`config.mk`:
```
export PLATFORM = sky130hd
export DESIGN_NAME = seq_divider
export DESIGN_NICKNAME = d
export VERILOG_FILES = /design/src/rtl/seq_divider.sv
export SDC_FILE = /design/constraint.sdc
export NUM_CORES = 1
export LEC_CHECK = 0
export BUFFER_PORTS_ARGS = -buffer_cell sky130_fd_sc_hd__buf_2
export CAP_MARGIN = 20
export CORE_ASPECT_RATIO = 0.6
export CORE_MARGIN = 2
export CORE_UTILIZATION = 40
export CTS_BUF_LIST = sky130_fd_sc_hd__clkbuf_2 sky130_fd_sc_hd__clkbuf_4 sky130_fd_sc_hd__clkbuf_8
export DETAILED_ROUTE_END_ITERATION = 10
export PLACE_DENSITY = 0.59
export SLEW_MARGIN = 15
export SYNTH_ARGS = -nofsm -noshare
export SYNTH_HDL_FRONTEND = slang
export SYNTH_SLANG_ARGS = --single-unit
export TNS_END_PERCENT = 30
```
`constraint.sdc`:
```
create_clock -name i_clk -period 8.6 [get_ports i_clk]
set_input_delay 0.43 -clock i_clk [delete_from_list [all_inputs] [get_ports i_clk]]
set_output_delay 0.43 -clock i_clk [all_outputs]
set_load 0.005 [all_outputs]
```
`src/rtl/seq_divider.sv`:
```
// seq_divider: iterative radix-2 restoring divider for RV32 M-extension DIV/DIVU/REM/REMU.
// One trial subtraction per cycle on an unsigned core. Signed operands are converted to
// magnitudes when the request is accepted, and the sign correction is applied when the
// result is registered. Divide-by-zero and signed overflow skip the loop and take one cycle.
//
// Ports:
//   i_clk        clock, all state updates on the rising edge
//   i_rst_n      asynchronous active-low reset
//   i_valid      request valid; accepted when i_valid & o_ready & ~i_kill
//   o_ready      high only while idle
//   i_op         00 DIV, 01 DIVU, 10 REM, 11 REMU
//   i_dividend   rs1, sampled only on the accepting edge
//   i_divisor    rs2, sampled only on the accepting edge
//   i_kill       abort: any state returns to idle, and the result register is left unchanged
//   o_valid      one-cycle result pulse
//   o_result     quotient or remainder, held until the next result is produced
module seq_divider #(
  parameter int unsigned XLEN = 32
) (
  input  logic            i_clk,
  input  logic            i_rst_n,
  input  logic            i_valid,
  output logic            o_ready,
  input  logic [1:0]      i_op,
  input  logic [XLEN-1:0] i_dividend,
  input  logic [XLEN-1:0] i_divisor,
  input  logic            i_kill,
  output logic            o_valid,
  output logic [XLEN-1:0] o_result
);

  localparam int unsigned CntW = $clog2(XLEN);
  localparam logic [XLEN-1:0] MinVal = {1'b1, {(XLEN-1){1'b0}}};

  typedef enum logic [1:0] {StIdle, StCalc, StDone} state_e;

  state_e            state_q, state_d;
  logic [XLEN-1:0]   rem_q, rem_d;
  logic [XLEN-1:0]   quo_q, quo_d;
  logic [XLEN-1:0]   dvs_q, dvs_d;
  logic [CntW-1:0]   cnt_q, cnt_d;
  logic              neg_quo_q, neg_quo_d;
  logic              neg_rem_q, neg_rem_d;
  logic              is_rem_q, is_rem_d;
  logic              valid_q, valid_d;
  logic [XLEN-1:0]   result_q, result_d;

  // Iteration datapath
  logic [XLEN:0]     rem_sh;
  logic [XLEN:0]     diff;
  logic [XLEN-1:0]   rem_nxt;
  logic [XLEN-1:0]   quo_nxt;

  // Accept-side decode
  logic              op_signed;
  logic              dvd_neg;
  logic              dvs_neg;

  always_comb begin
    // A remainder below the divisor, shifted left by one bit, fits in XLEN+1 bits. The
    // difference then lies in (-divisor, divisor), so bit XLEN is a valid sign bit.
    rem_sh  = {rem_q, quo_q[XLEN-1]};
    diff    = rem_sh + ~{1'b0, dvs_q} + (XLEN+1)'(1);
    rem_nxt = diff[XLEN] ? rem_sh[XLEN-1:0] : diff[XLEN-1:0];
    quo_nxt = {quo_q[XLEN-2:0], ~diff[XLEN]};

    op_signed = ~i_op[0];
    dvd_neg   = op_signed & i_dividend[XLEN-1];
    dvs_neg   = op_signed & i_divisor[XLEN-1];
  end

  always_comb begin
    state_d   = state_q;
    rem_d     = rem_q;
    quo_d     = quo_q;
    dvs_d     = dvs_q;
    cnt_d     = cnt_q;
    neg_quo_d = neg_quo_q;
    neg_rem_d = neg_rem_q;
    is_rem_d  = is_rem_q;
    valid_d   = 1'b0;
    result_d  = result_q;

    unique case (state_q)
      StIdle: begin
        if (i_valid && !i_kill) begin
          if (i_divisor == '0) begin
            result_d = i_op[1] ? i_dividend : '1;
            valid_d  = 1'b1;
            state_d  = StDone;
          end else if (op_signed && (i_dividend == MinVal) && (i_divisor == '1)) begin
            result_d = i_op[1] ? '0 : MinVal;
            valid_d  = 1'b1;
            state_d  = StDone;
          end else begin
            rem_d     = '0;
            quo_d     = dvd_neg ? (~i_dividend + XLEN'(1)) : i_dividend;
            dvs_d     = dvs_neg ? (~i_divisor + XLEN'(1)) : i_divisor;
            neg_quo_d = dvd_neg ^ dvs_neg;
            neg_rem_d = dvd_neg;
            is_rem_d  = i_op[1];
            cnt_d     = CntW'(XLEN - 1);
            state_d   = StCalc;
          end
        end
      end
      StCalc: begin
        rem_d = rem_nxt;
        quo_d = quo_nxt;
        cnt_d = cnt_q - CntW'(1);
        if (cnt_q == '0) begin
          if (is_rem_q) begin
            result_d = neg_rem_q ? (~rem_nxt + XLEN'(1)) : rem_nxt;
          end else begin
            result_d = neg_quo_q ? (~quo_nxt + XLEN'(1)) : quo_nxt;
          end
          valid_d = 1'b1;
          state_d = StDone;
        end
      end
      StDone: begin
        state_d = StIdle;
      end
      default: begin
        state_d = StIdle;
      end
    endcase

    // Kill overrides everything: no pulse for the aborted op and the old result stays.
    if (i_kill) begin
      state_d  = StIdle;
      valid_d  = 1'b0;
      result_d = result_q;
    end
  end

  always_ff @(posedge i_clk or negedge i_rst_n) begin
    if (!i_rst_n) begin
      state_q   <= StIdle;
      rem_q     <= '0;
      quo_q     <= '0;
      dvs_q     <= '0;
      cnt_q     <= '0;
      neg_quo_q <= 1'b0;
      neg_rem_q <= 1'b0;
      is_rem_q  <= 1'b0;
      valid_q   <= 1'b0;
      result_q  <= '0;
    end else begin
      state_q   <= state_d;
      rem_q     <= rem_d;
      quo_q     <= quo_d;
      dvs_q     <= dvs_d;
      cnt_q     <= cnt_d;
      neg_quo_q <= neg_quo_d;
      neg_rem_q <= neg_rem_d;
      is_rem_q  <= is_rem_d;
      valid_q   <= valid_d;
      result_q  <= result_d;
    end
  end

  assign o_ready  = (state_q == StIdle);
  assign o_valid  = valid_q;
  assign o_result = result_q;

endmodule
```
==> flow_summary.yaml <==
clock_tree:
  cts.sinks: 139
  path_clk_slew_ns: 0.09
  root_buffer: "clkbuf_8"
  insertion_delay_ns: 0.50
  cts_tree: "yes"
  numCtsBuffers: 17
  post_cts_buffers: 0
  htree_levels: 4
  clockBufferDepth: 2
route:
  routed_via_density: 6.03
  met3_length_um: 4620
  wl_met1_um: 21400
  drt-initial-drc-count: 1313
  route.detailed.drc: 0
  dr.pass1.iters: 5
  drtAntennaViolNets: 0
  wl_um: 43000
  avgRoutedWirePerCell_um: 21.1
  via_count: 12300
  met2WireLength_um: 16600
  highest_layer: "met4"
placed_design:
  dp.cells: 2009
  hpwl_um: 33200
  port_buffers: 103
  dpl_cell_area_mm2: 0.0129
  place.gp.congestion: 0.913
sta:
  slew_violations: 0
  maxSlewHeadroom: 0.271
  fin_crit_ns: 5.61
  worst_clock_skew_ns: 0.0150
  setup_viol: 0
  fin_hold_ws_ns: 0.156
  timing.final.crit_share: 0.652
  tightestPinTransition_ns: 1.09
  fmax_mhz: 178
  tns_ns: 0
  rsz0062_at_grt: "no"
  hold_violations: 0
floorplanning:
  chipHeight_um: 139
  initial_core_util: 0.405
  die_w_um: 228
  die_area_mm2: 0.0316
  io_pins: 104
  fp-row-count: 49
  core_area_mm2: 0.0298
global_routing:
  track_usage: 0.272
  gr-total-overflow: 0
  grt_pass1_wl_um: 67200
  grt_pass1_vias: 11300
  antenna_found_initial: 2
  grt_max_degree: 74
finish:
  drive_gt1_frac: 0.118
  nets: 1732
  design_area_mm2: 0.0133
  diodes: 0
  final_cells: 2043
  area_delta_synth_final_pct: 10.2
power_and_ir_drop:
  ir_worst_vdd_uv: 226
  powerDensity_mw_per_mm2: 361
  power_mw: 4.80
  p_leak_nw: 5.45
worst_setup_path:
  path_class: "flop to flop"
  crit_path_start_kind: "flop"
  worstRegToRegCells: 21
  r2r-start: "quo_q[31]"
  r2r-end: "o_result[26]"
  worst_ep_arrival_time_ns: 6.03
  cp.required_ns: 9.02
  critPathMaxFanout: 14
  end_kind: "flop"
  reg2reg_slack_ns: 2.99
synthesis:
  netlist_area_mm2: 0.0121
  synth_seq_cells: 139
  ys_async_sr_fraction: 1.00
  synth_warnings: 0
  synth.avg_cell_area_um2: 7.68
  synth_edf_count: 0
  syn_nets: 1680
  ys_types: 93
  postSynthCellCount: 1570
  synth_seq_area_share: 0.288
  ys.flop_type: "dfrtp_1"
min_path:
  hp-class: "input pin to flop"
  min_from: "i_kill"
  hold_path_end: "state_q[0]"
  hold_path_depth: 2
run_status:
  status: "completed"
run:
  maxCapViolCount: 0
==> report_power, final <==
group | switching (mW) | internal, mW
Combinational | 2.09 | 1.17
Clock | 0.310 | 0.233
Sequential | 0.186 | 0.814
Total | 2.59 | 2.21
==> per-layer routing <==
metal / up-vias / global-route usage
li1: 5864 / -
met1: 5916 / 0.423
met2: 514 / 0.353
met3: 34 / 0.0984
met4: 0 / 0.0540
met5: - / 0
==> cell type report <==
cell class / instances / area [um2]
timing repair buffer: 126 / 704
inverter: 75 / 282
fill: 3064 / 16500
sequential: 139 / 3480
multi-input combinational: 1263 / 7940
clock inverter: 15 / 143
tap: 408 / 510
clock buffer: 17 / 234
==> timing repair <==
action	4_1_cts	5_1_grt
hold endpoints to repair	45	0
gates resized for setup	0	0
hold buffers	1	0
==> worst max-delay path by stage <==
stage                    from           end  cells after the start
global route        quo_q[31]  o_result[26]                     21
detailed placement  quo_q[31]  o_result[24]                     21
floorplan           quo_q[31]  o_result[24]                     24
global placement    quo_q[31]  o_result[24]                     21
finish              quo_q[31]  o_result[26]                     21
CTS                 quo_q[31]  o_result[26]                     21
==> stage by stage <==
stage / utilization / setup WS, ns
4_1_cts: 0.446 / 3.10
3_3_place_gp: 0.432 / 3.34
6_report: 0.446 / 2.99
2_1_floorplan: - / 3.88
5_1_grt: 0.446 / 2.60
3_5_place_dp: 0.433 / 3.14
==> critical path, stage by stage, from the launching register on <==
cell and delay, ns:
dfrtp_1 0.40, inv_1 0.06, ha_1 0.22, fa_1 0.44, nor2b_4 0.16, o31a_1 0.23, a21o_1 0.29, a21oi_1 0.17
o2bb2ai_2 0.62, nor2_4 0.07, inv_1 0.31, nor2_1 0.07, a21oi_1 0.26, ha_1 0.28, nand2_1 0.06, nor3_1 0.22
nand3_1 0.18, a22oi_1 0.55, and4b_1 0.45, or3_1 0.16, a31oi_1 0.07, o31ai_1 0.23
==> synthesized netlist by cell type, types with 12 or more instances <==
library cell	number	area, um2
buf_2	13	65.1
o21ai_0	153	766
nor3_1	74	370
inv_1	71	267
xnor2_1	71	622
a31oi_1	22	138
mux2i_1	21	210
xor2_1	55	482
ha_1	39	488
nand3_1	23	115
or3_1	22	138
a21oi_1	126	631
nand4_1	23	144
o31ai_1	35	263
nand2b_1	15	93.8
a211oi_1	18	135
dfrtp_1	139	3480
nor2_1	128	480
a21o_1	12	90.1
o21a_1	15	113
clkbuf_1	70	263
nand2_1	175	657
nor4_1	19	119
==> sequential cells by signal, summed over array words and instances (netlist names) <==
| register | flops |
|---|---|
| cnt_q | 5 |
| dvs_q | 32 |
| is_rem_q | 1 |
| neg_quo_q | 1 |
| neg_rem_q | 1 |
| o_result | 32 |
| o_valid | 1 |
| quo_q | 32 |
| rem_q | 32 |
| state_q | 2 |
==> logic make-up (layout without fill, tap and decap cells) <==
logic type | Yosys count | count (layout) | share of synthesized area
and+or+nand+nor | 541 | 541 | 0.215
buffers and inverters | 168 | 233 | 0.0552
xor gates and xnor gates | 126 | 126 | 0.0915
muxes | 26 | 26 | 0.0224
DFF | 139 | 139 | 0.288
AOI/OAI and AO/OA | 530 | 530 | 0.285
adders and majority gates | 40 | 40 | 0.0421
==> cells in the final DEF, fill, tap and decap left out, types with 7 or more instances in the layout <==
cell,n
o211ai_1,11
inv_1,71
buf_2,102
dfrtp_1,138
nor2_1,127
o31ai_1,35
a22o_1,9
xor2_1,55
clkbuf_8,17
nand2b_1,15
and4_1,7
o22a_1,10
nor3_1,73
mux2i_1,21
a21oi_1,126
buf_4,21
o21ai_0,153
o22ai_1,9
a31oi_1,22
a211oi_1,18
or4_1,8
o21ai_1,8
nand4_1,23
nand3_1,23
ha_1,39
a21o_1,12
and2_1,10
nor4_1,18
or3_1,22
and3_1,9
o41ai_1,11
a22oi_1,9
nand2_1,175
o21a_1,15
xnor2_1,71
(Power assumes the default switching activity.)
